--- src/rtl/logic_gate_pipe.sv ---
// logic_gate_pipe: eight-function bitwise logic unit behind a two-stage valid/ready pipeline.
// Define LOGIC_GATE_PIPE_STATS_EN to add the saturating o_out_count accepted-result counter.
module logic_gate_pipe #(
    parameter int unsigned WIDTH = 8
) (
    input  logic             i_clk,
    input  logic             i_rst_n,
    input  logic             i_in_valid,
    output logic             o_in_ready,
    input  logic [2:0]       i_op,
    input  logic [WIDTH-1:0] i_a,
    input  logic [WIDTH-1:0] i_b,
    input  logic [WIDTH-1:0] i_c,
    input  logic [WIDTH-1:0] i_d,
    output logic             o_out_valid,
    input  logic             i_out_ready,
    output logic [WIDTH-1:0] o_y,
    output logic             o_y_any,
    output logic             o_y_all
`ifdef LOGIC_GATE_PIPE_STATS_EN
    ,
    output logic [15:0]      o_out_count
`endif
);

    logic             r_s1_valid;
    logic [2:0]       r_s1_op;
    logic [WIDTH-1:0] r_s1_a;
    logic [WIDTH-1:0] r_s1_b;
    logic [WIDTH-1:0] r_s1_c;
    logic [WIDTH-1:0] r_s1_d;

    logic             r_out_valid;
    logic [WIDTH-1:0] r_y;
    logic             r_y_any;
    logic             r_y_all;

    logic             w_s2_adv;
    logic             w_accept;
    logic [WIDTH-1:0] w_fn;
    logic [WIDTH-1:0] w_nand_bc;

    // S2 may take S1 whenever its own slot is free or being drained this cycle.
    assign w_s2_adv   = r_s1_valid & (~r_out_valid | i_out_ready);
    assign o_in_ready = ~r_s1_valid | w_s2_adv;
    assign w_accept   = i_in_valid & o_in_ready;

    assign w_nand_bc = ~(r_s1_b & r_s1_c);

    always_comb begin
        w_fn = '0;
        case (r_s1_op)
            3'd0:    w_fn = ~r_s1_a;
            3'd1:    w_fn = w_nand_bc;
            3'd2:    w_fn = w_nand_bc | r_s1_d;
            3'd3:    w_fn = ~r_s1_a & (w_nand_bc | r_s1_d);
            3'd4:    w_fn = r_s1_a & r_s1_b;
            3'd5:    w_fn = r_s1_a ^ r_s1_b;
            3'd6:    w_fn = ~(r_s1_a ^ r_s1_b);
            default: w_fn = r_s1_a;
        endcase
    end

    always_ff @(posedge i_clk) begin
        if (!i_rst_n) begin
            r_s1_valid <= 1'b0;
            r_s1_op    <= '0;
            r_s1_a     <= '0;
            r_s1_b     <= '0;
            r_s1_c     <= '0;
            r_s1_d     <= '0;
        end else if (w_accept) begin
            r_s1_valid <= 1'b1;
            r_s1_op    <= i_op;
            r_s1_a     <= i_a;
            r_s1_b     <= i_b;
            r_s1_c     <= i_c;
            r_s1_d     <= i_d;
        end else if (w_s2_adv) begin
            r_s1_valid <= 1'b0;
        end
    end

    always_ff @(posedge i_clk) begin
        if (!i_rst_n) begin
            r_out_valid <= 1'b0;
            r_y         <= '0;
            r_y_any     <= 1'b0;
            r_y_all     <= 1'b0;
        end else if (w_s2_adv) begin
            r_out_valid <= 1'b1;
            r_y         <= w_fn;
            r_y_any     <= |w_fn;
            r_y_all     <= &w_fn;
        end else if (r_out_valid && i_out_ready) begin
            r_out_valid <= 1'b0;
        end
    end

    assign o_out_valid = r_out_valid;
    assign o_y         = r_y;
    assign o_y_any     = r_y_any;
    assign o_y_all     = r_y_all;

`ifdef LOGIC_GATE_PIPE_STATS_EN
    logic [15:0] r_out_count;

    always_ff @(posedge i_clk) begin
        if (!i_rst_n) begin
            r_out_count <= '0;
        end else if (r_out_valid && i_out_ready && (r_out_count != 16'hFFFF)) begin
            r_out_count <= r_out_count + 16'd1;
        end
    end

    assign o_out_count = r_out_count;
`endif

endmodule
--- config.mk ---
export PLATFORM = sky130hd
export DESIGN_NAME = logic_gate_pipe
export DESIGN_NICKNAME = d
export VERILOG_FILES = /design/src/rtl/logic_gate_pipe.sv
export SDC_FILE = /design/constraint.sdc
export NUM_CORES = 1
export LEC_CHECK = 0
export CAP_MARGIN = 20
export CORE_MARGIN = 10
export CORE_UTILIZATION = 40
export CTS_CLUSTER_SIZE = 28
export DETAILED_ROUTE_END_ITERATION = 10
export GPL_ROUTABILITY_DRIVEN = 0
export PLACE_DENSITY = 0.77
export SYNTH_ARGS = -nofsm -noshare
export SYNTH_HDL_FRONTEND = slang
export SYNTH_SLANG_ARGS = --single-unit
--- constraint.sdc ---
create_clock -name i_clk -period 4.55 [get_ports i_clk]
set_input_delay 0.91 -clock i_clk [delete_from_list [all_inputs] [get_ports i_clk]]
set_output_delay 0.91 -clock i_clk [all_outputs]
set_load 0.02 [all_outputs]
==> impl_metrics.csv, run 1 <==
group,metric,value,unit
status,status,"complete, no violations",
drt,wl_per_cell,13.9,um
global_routing,overflow,0,
die,initial_core_util,0.415,
global_routing,antenna_found_initial,0,
placed_design,place_inst,426,
die,die_w,98.8,um
flow_run,maxCapViolations,0,
yosys,synth-seq-cells,47,
timing,max-slew-margin-rel,0.315,
die,pin_count,51,
critical_path,required,3.64,ns
timing,rsz0062_at_grt,"false",
timing,finClkSkew,0.00570,ns
clock_tree,ctsResizeCount,0,
finish,final_cells,436,
global_routing,grt_pass1_vias,2142,
critical_path,worst_setup_path_end_kind,"primary output",
placed_design,place_ws,1.37,ns
power,p_leak,1.16,nW
placed_design,dp_hpwl,4320,um
yosys,synth_area_per_cell,7.71,um^2
timing,worst_pin_slew,1.03,ns
clock_tree,cts_buffers,5,
clock_tree,postCtsHoldBufs,0,
die,fp.dieH,98.8,um
clock_tree,cts_tree,"done",
critical_path,start_kind,"primary input",
clock_tree,cts.clk_slew.worst_paths,0.09,ns
yosys,synth.area.top_cells,"dfxtp_1 38%, nand2_1 15%, a21boi_0 11%, ha_1 4.0%, o21ai_0 3.0%",
drt,routed_wl,6050,um
die,coreArea,5990,um^2
finish,fill_cells,592,
timing,period_minus_slack,3.21,ns
drt,drt_pass1_iterations,4,
yosys,synth_nets,369,
clock_tree,clk_path_buf_depth,2,
critical_path,crit_arrival,2.30,ns
yosys,synth_warnings,0,
die,dieArea,9760,um^2
yosys,synth_top_area_frac,0.379,
drt,drc,0,
finish,layout_common_cells,"99 x nand2_1, 50 x clkdlybuf4s50_1, 47 x dfxtp_1",
clock_tree,cts_num_sinks,47,
timing,finalSetupTns,0,ns
finish,area_delta_synth_final,26.1,%
yosys,synth-seq-area-share,0.379,
drt,drtIter0Drc,94,
timing,slew_violations,0,
drt,route.antenna.remaining_nets,0,
placed_design,port_buffers,50,
drt,vias,2284,
finish,diodes,0,
clock_tree,clk_latency,0.30,ns
yosys,synth_top_flop_cell,"dfxtp_1",
finish,final_core_util,0.523,
timing,period_share,0.706,
clock_tree,root_buffer,"clkbuf_8",
yosys,syn_area,2480,um^2
global_routing,track_usage,0.120,
critical_path,crit_fanout,5,
timing,setup_ws,1.34,ns
finish,nNetsFinal,407,
yosys,syn_inst,322,
yosys,synth_top_cell_by_area,"dfxtp_1",
power,finalPower,0.000913,W
finish,drive_above_1_share,0.0471,
global_routing,grt_max_degree,49,
clock_tree,h-tree-depth,2,
timing,setup_viol,0,
yosys,yosys.cell_types.count,43,
power,peakVddDrop,0.147,mV
yosys,async_reset_ff_frac,0,
power,p_per_area,292,nW/um^2
yosys,synth-edff-count,0,
global_routing,grt_first_pass_wirelength,10100,um
timing,fmax,311,MHz
die,rows,28,
finish,final_common_cell,"nand2_1",
hold_path,hp-class,"flip-flop to flip-flop",
timing,hold_viol,0,
drt,viasPerCell,5.24,
critical_path,path_class,"primary input to primary output",
clock_tree,cts_post_setup_buffers_inserted,0,
[area by class of cell]
cell class                 instances  area, um^2  area share
multi-input combinational        250        1440       0.460
sequential                        47         941       0.300
timing repair buffer              54         546       0.174
clock buffer                       7        96.3      0.0308
tap                               75        93.8      0.0300
clock inverter                     1        7.51     0.00240
inverter                           2        7.51     0.00240
[report_power, final]
part           internal, W  leakage, nW  total [W]  switching, W
clock network     0.000138       0.0505   0.000277      0.000139
logic            0.0000922        0.723   0.000173     0.0000805
registers         0.000436        0.387   0.000464     0.0000282
total             0.000666         1.16   0.000913      0.000247
[sequential cells by signal, indices dropped and copies added, names as in the netlist]
name         flops
o_y_any          1
r_s1_valid       1
r_s1_d           8
r_s1_b           8
r_s1_c           8
r_s1_op          3
o_y_all          1
o_out_valid      1
r_s1_a           8
o_y              8
[critical path: stages]
cell and delay [ns]:
clkdlybuf4s50_1 0.40, nor2b_1 0.30, nand2_1 0.14, clkdlybuf4s50_1 0.56
[synthesized netlist by cell type, types with 3 or more instances]
| library cell | instances |
|---|---|
| clkbuf_1 | 17 |
| nor2b_1 | 4 |
| and2_1 | 5 |
| o211ai_1 | 6 |
| a21oi_1 | 11 |
| o21ai_0 | 15 |
| dfxtp_1 | 47 |
| ha_1 | 8 |
| nand2b_1 | 7 |
| mux2_2 | 3 |
| mux2i_1 | 3 |
| nand3b_1 | 3 |
| nor3b_1 | 4 |
| nor2_1 | 11 |
| nand2_1 | 99 |
| a21boi_0 | 37 |
| a31oi_1 | 4 |
| buf_2 | 6 |
[layer usage]
layer,global-route usage,part of all wire,vias to the layer above
met4,0.0397,0.016,0
met1,0.156,0.51,1034
met3,0.0384,0.056,10
met2,0.182,0.41,56
met5,0,0,-
li1,-,-,1184
[metrics by stage]
stage                     cell area, um^2  hold slack, ns
after floorplan                      2480           0.438
after global placement               3000           0.457
after detailed placement             3000           0.460
after CTS                            3100           0.472
after global routing                 3130           0.492
final                                3130           0.465
[cell families after synthesis]
kind of cell | Yosys count | synth area share
adder cells (fa/ha/maj) | 8 | 0.0403
flip-flops | 47 | 0.379
multiplexers | 6 | 0.0257
XOR/XNOR | 1 | 0.00353
AO/OA/AOI/OAI | 91 | 0.252
AND/OR/NAND/NOR | 144 | 0.258
buffers and inverters | 25 | 0.0408
[final timing paths]
check / start / end / slack, ns / cells after the start
setup reg to reg: r_s1_op[0] / o_y_all / 2.00 / 5
setup / recovery: i_out_ready / o_in_ready / 1.34 / 4
hold reg to reg: o_y[1] / o_y[1] / 0.47 / 2
hold / removal: o_y[1] / o_y[1] / 0.47 / 2
Note: power is estimated with default switching activity, not from simulation.
==> inputs of run 2 (changes only) <==
- PLACE_DENSITY: 0.77 -> 0.79
- clock period: 4.55 -> 2.6 ns (I/O delays scaled with it)
==> impl_metrics.csv, run 2 (same netlist as run 1, synthesis figures left out) <==
group,metric,value,unit
timing,setup_ws,0.212,ns
die,coreArea,5990,um^2
drt,wl_per_cell,13.9,um
placed_design,dp_hpwl,4690,um
clock_tree,clk_path_buf_depth,2,
hold_path,min-delay-start,"r_s1_c[4]",
finish,diodes,0,
timing,slew_violations,0,
critical_path,path_class,"primary input to primary output",
timing,worst_pin_slew,0.658,ns
global_routing,grt_max_degree,36,
critical_path,worst_setup_path_end_kind,"primary output",
finish,final_common_cell,"nand2_1",
clock_tree,ctsResizeCount,0,
clock_tree,cts_post_setup_buffers_inserted,0,
clock_tree,root_buffer,"clkbuf_8",
clock_tree,cts_num_sinks,47,
finish,final_area,3170,um^2
critical_path,crit_arrival,1.87,ns
status,status,"complete, no violations",
timing,finClkSkew,0.00788,ns
critical_path,startpoint,"i_out_ready",
finish,nNetsFinal,413,
die,dieArea,9760,um^2
timing,period_minus_slack,2.39,ns
drt,viasPerCell,5.29,
critical_path,required,2.08,ns
clock_tree,postCtsHoldBufs,0,
timing,period_share,0.918,
die,fp.dieH,98.8,um
drt,vias,2337,
power,p_per_area,522,nW/um^2
placed_design,port_buffers,50,
finish,final_core_util,0.529,
power,p_leak,1.19,nW
clock_tree,clk_latency,0.30,ns
finish,layout_common_cells,"99 x nand2_1, 50 x clkdlybuf4s50_1, 47 x dfxtp_1",
timing,max-slew-margin-rel,0.561,
finish,drive_above_1_share,0.0627,
placed_design,place_ws,0.222,ns
global_routing,track_usage,0.123,
power,power_frac_seq,0.486,
timing,rsz0062_at_grt,"false",
placed_design,placed_area,3060,um^2
hold_path,hp-class,"flip-flop to flip-flop",
clock_tree,cts_tree,"done",
power,intPower,0.00121,W
power,p_sw_frac,0.267,
finish,final_cells,442,
placed_design,place_inst,434,
die,pin_count,51,
critical_path,reg2reg_from,"r_s1_op[0]",
power,p_switching,0.000441,W
power,peakVddDrop,0.257,mV
critical_path,start_kind,"primary input",
drt,drc,0,
timing,fmax,419,MHz
drt,drtIter0Drc,139,
flow_run,maxCapViolations,0,
global_routing,overflow,0,
timing,setup_viol,0,
global_routing,grt_pass1_vias,2243,
critical_path,crit_fanout,5,
die,initial_core_util,0.415,
drt,drt_pass1_iterations,4,
drt,route.antenna.remaining_nets,0,
power,p_clk_frac,0.325,
critical_path,reg2reg_slack,0.39,ns
die,rows,28,
finish,area_delta_synth_final,27.7,%
global_routing,grt_first_pass_wirelength,10300,um
clock_tree,cts.clk_slew.worst_paths,0.08,ns
timing,hold_viol,0,
die,die_w,98.8,um
drt,routed_wl,6140,um
global_routing,antenna_found_initial,0,
power,p_comb_frac,0.189,
clock_tree,h-tree-depth,2,
timing,finalSetupTns,0,ns
clock_tree,cts_buffers,5,
## run 2: layout make-up
cell class              count  area, um^2
repair buffers             60         576
flip-flops and latches     47         941
inverters                   2        7.51
clock buffers               5        68.8
well taps                  75        93.8
multi-input cells         250        1440
clock inverters             3        43.8
fillers                   583        2820
## run 2: power groups by stage
stage / clock [W] / combinational [W] / sequential (W)
2_1_floorplan: 0 / 0.000179 / 0.000818
3_3_place_gp: 0 / 0.000305 / 0.000819
3_5_place_dp: 0 / 0.000313 / 0.000821
4_1_cts: 0.000547 / 0.000315 / 0.000804
5_1_grt: 0.000576 / 0.000349 / 0.000811
6_report: 0.000538 / 0.000312 / 0.000805
## run 2: worst paths after layout
check / cells after the start / endpoint
max: 4 / o_in_ready
min: 2 / r_s1_c[4]
max reg2reg: 5 / o_y_all
min reg2reg: 2 / r_s1_c[4]
## run 2: stage by stage
step	power, W	hold slack [ns]
floorplan	0.000997	0.438
global placement	0.00112	0.455
detailed placement	0.00113	0.459
CTS	0.00167	0.473
global route	0.00174	0.500
finish	0.00165	0.468
## run 2: metal layers
metal	routed length, um	vias to the layer above	global-route usage
li1	-	1195	-
met1	2890	1072	0.153
met2	2790	61	0.205
met3	379	9	0.0321
met4	89	0	0.0309
met5	0	-	0
## run 2: critical path, cell delays in order
cell,delay [ns]
clkdlybuf4s50_1,0.40
nor2b_1,0.26
nand2_1,0.13
clkdlybuf4s50_1,0.55
==> inputs of run 3 (changes only) <==
- CORE_UTILIZATION: 40 -> 46
- PLACE_DENSITY: 0.79 -> 0.88
==> impl_metrics.csv, run 3 (same netlist as run 1, synthesis figures left out) <==
group,metric,value,unit
clock_tree,cts_post_setup_buffers_inserted,0,
critical_path,crit_arrival,1.75,ns
finish,nNetsFinal,413,
finish,final_common_cell,"nand2_1",
timing,setup_viol,0,
timing,hold_viol,0,
clock_tree,h-tree-depth,2,
placed_design,port_buffers,50,
power,p_leak,1.18,nW
power,peakVddDrop,0.293,mV
drt,routed_wl,6160,um
global_routing,overflow,0,
global_routing,track_usage,0.146,
power,p_clk_frac,0.280,
die,die_w,93.5,um
power,p_sw_frac,0.281,
power,p_comb_frac,0.202,
drt,drc,0,
clock_tree,clk_path_buf_depth,2,
timing,finalSetupTns,0,ns
finish,diodes,0,
clock_tree,root_buffer,"clkbuf_8",
global_routing,grt_first_pass_wirelength,10700,um
finish,final_core_util,0.607,
clock_tree,cts_num_sinks,47,
timing,worst_pin_slew,0.632,ns
hold_path,hp-class,"flip-flop to flip-flop",
die,pin_count,51,
critical_path,start_kind,"primary input",
power,finalPower,0.00155,W
finish,drive_above_1_share,0.0599,
die,dieArea,8740,um^2
clock_tree,cts_buffers,5,
die,fp.dieH,93.5,um
drt,drtIter0Drc,172,
timing,finClkSkew,0.00952,ns
timing,period_minus_slack,2.27,ns
global_routing,antenna_found_initial,0,
drt,viasPerCell,5.39,
timing,period_share,0.873,
timing,rsz0062_at_grt,"false",
finish,layout_common_cells,"99 x nand2_1, 50 x clkdlybuf4s50_1, 47 x dfxtp_1",
timing,slew_violations,0,
flow_run,maxCapViolations,0,
drt,vias,2357,
drt,drt_pass1_iterations,5,
timing,fmax,440,MHz
clock_tree,ctsResizeCount,0,
power,power_frac_seq,0.518,
critical_path,crit_fanout,3,
power,p_switching,0.000436,W
die,coreArea,5170,um^2
timing,max-slew-margin-rel,0.577,
drt,wl_per_cell,14.1,um
clock_tree,postCtsHoldBufs,0,
clock_tree,cts_tree,"done",
power,intPower,0.00111,W
critical_path,required,2.08,ns
status,status,"complete, no violations",
drt,route.antenna.remaining_nets,0,
clock_tree,cts.clk_slew.worst_paths,0.09,ns
die,initial_core_util,0.480,
die,rows,26,
global_routing,grt_pass1_vias,2418,
placed_design,dp_hpwl,4600,um
finish,area_delta_synth_final,26.3,%
clock_tree,clk_latency,0.30,ns
critical_path,path_class,"primary input to primary output",
global_routing,grt_max_degree,36,
power,p_per_area,494,nW/um^2
critical_path,worst_setup_path_end_kind,"primary output",
-- run 3: cell count changes in the layout (fill, tap and decap cells not counted), sizes merged --
cell      before  now
clkinv         2    1
bufinv         1    0
clkinvlp       0    1
clkbuf         5    6
-- run 3: power by group through the flow --
stage | Sequential (W) | Clock [W] | Combinational (W)
global placement | 0.000818 | 0 | 0.000301
global route | 0.000811 | 0.000471 | 0.000350
finish | 0.000804 | 0.000434 | 0.000313
detailed placement | 0.000819 | 0 | 0.000312
floorplan | 0.000818 | 0 | 0.000179
CTS | 0.000803 | 0.000439 | 0.000314
-- run 3: worst paths after layout --
| check | cells after the start | slack (ns) | endpoint | from |
|---|---|---|---|---|
| worst max-delay path | 4 | 0.33 | o_in_ready | i_out_ready |
| worst max register to register | 7 | 0.45 | o_y_all | r_s1_op[1] |
| worst min register to register | 2 | 0.47 | o_y[1] | o_y[1] |
| worst min-delay path | 2 | 0.47 | o_y[1] | o_y[1] |
-- run 3: critical path, cell delays in order --
cell and delay (ns):
clkdlybuf4s50_1 0.46, nor2b_1 0.06, nand2_1 0.09, clkdlybuf4s50_1 0.62
-- run 3: metal layers --
layer	vias to the layer above	GRT usage	share of wire	routed length (um)
met5	-	0	0	0
li1	1196	-	-	-
met4	0	0.0566	0.020	123
met1	1090	0.166	0.43	2620
met3	14	0.0400	0.055	338
met2	57	0.254	0.50	3080
-- run 3: layout make-up --
cell class	count	area, um^2
sequential	47	941
multi-input combinational	250	1440
clock buffer	6	72.6
timing repair buffer	60	576
inverter	2	7.51
clock inverter	2	12.5
fill	449	2030
tap	70	87.6
-- run 3: stage by stage --
step | cells | hold WS (ns) | worst slack, ns | cell area (um^2)
global route | 437 | 0.510 | 0.234 | 3140
CTS | 437 | 0.472 | 0.326 | 3140
detailed placement | 429 | 0.460 | 0.331 | 3050
global placement | 429 | 0.454 | 0.354 | 3050
floorplan | 322 | 0.438 | 0.762 | 2480
finish | 437 | 0.469 | 0.330 | 3140
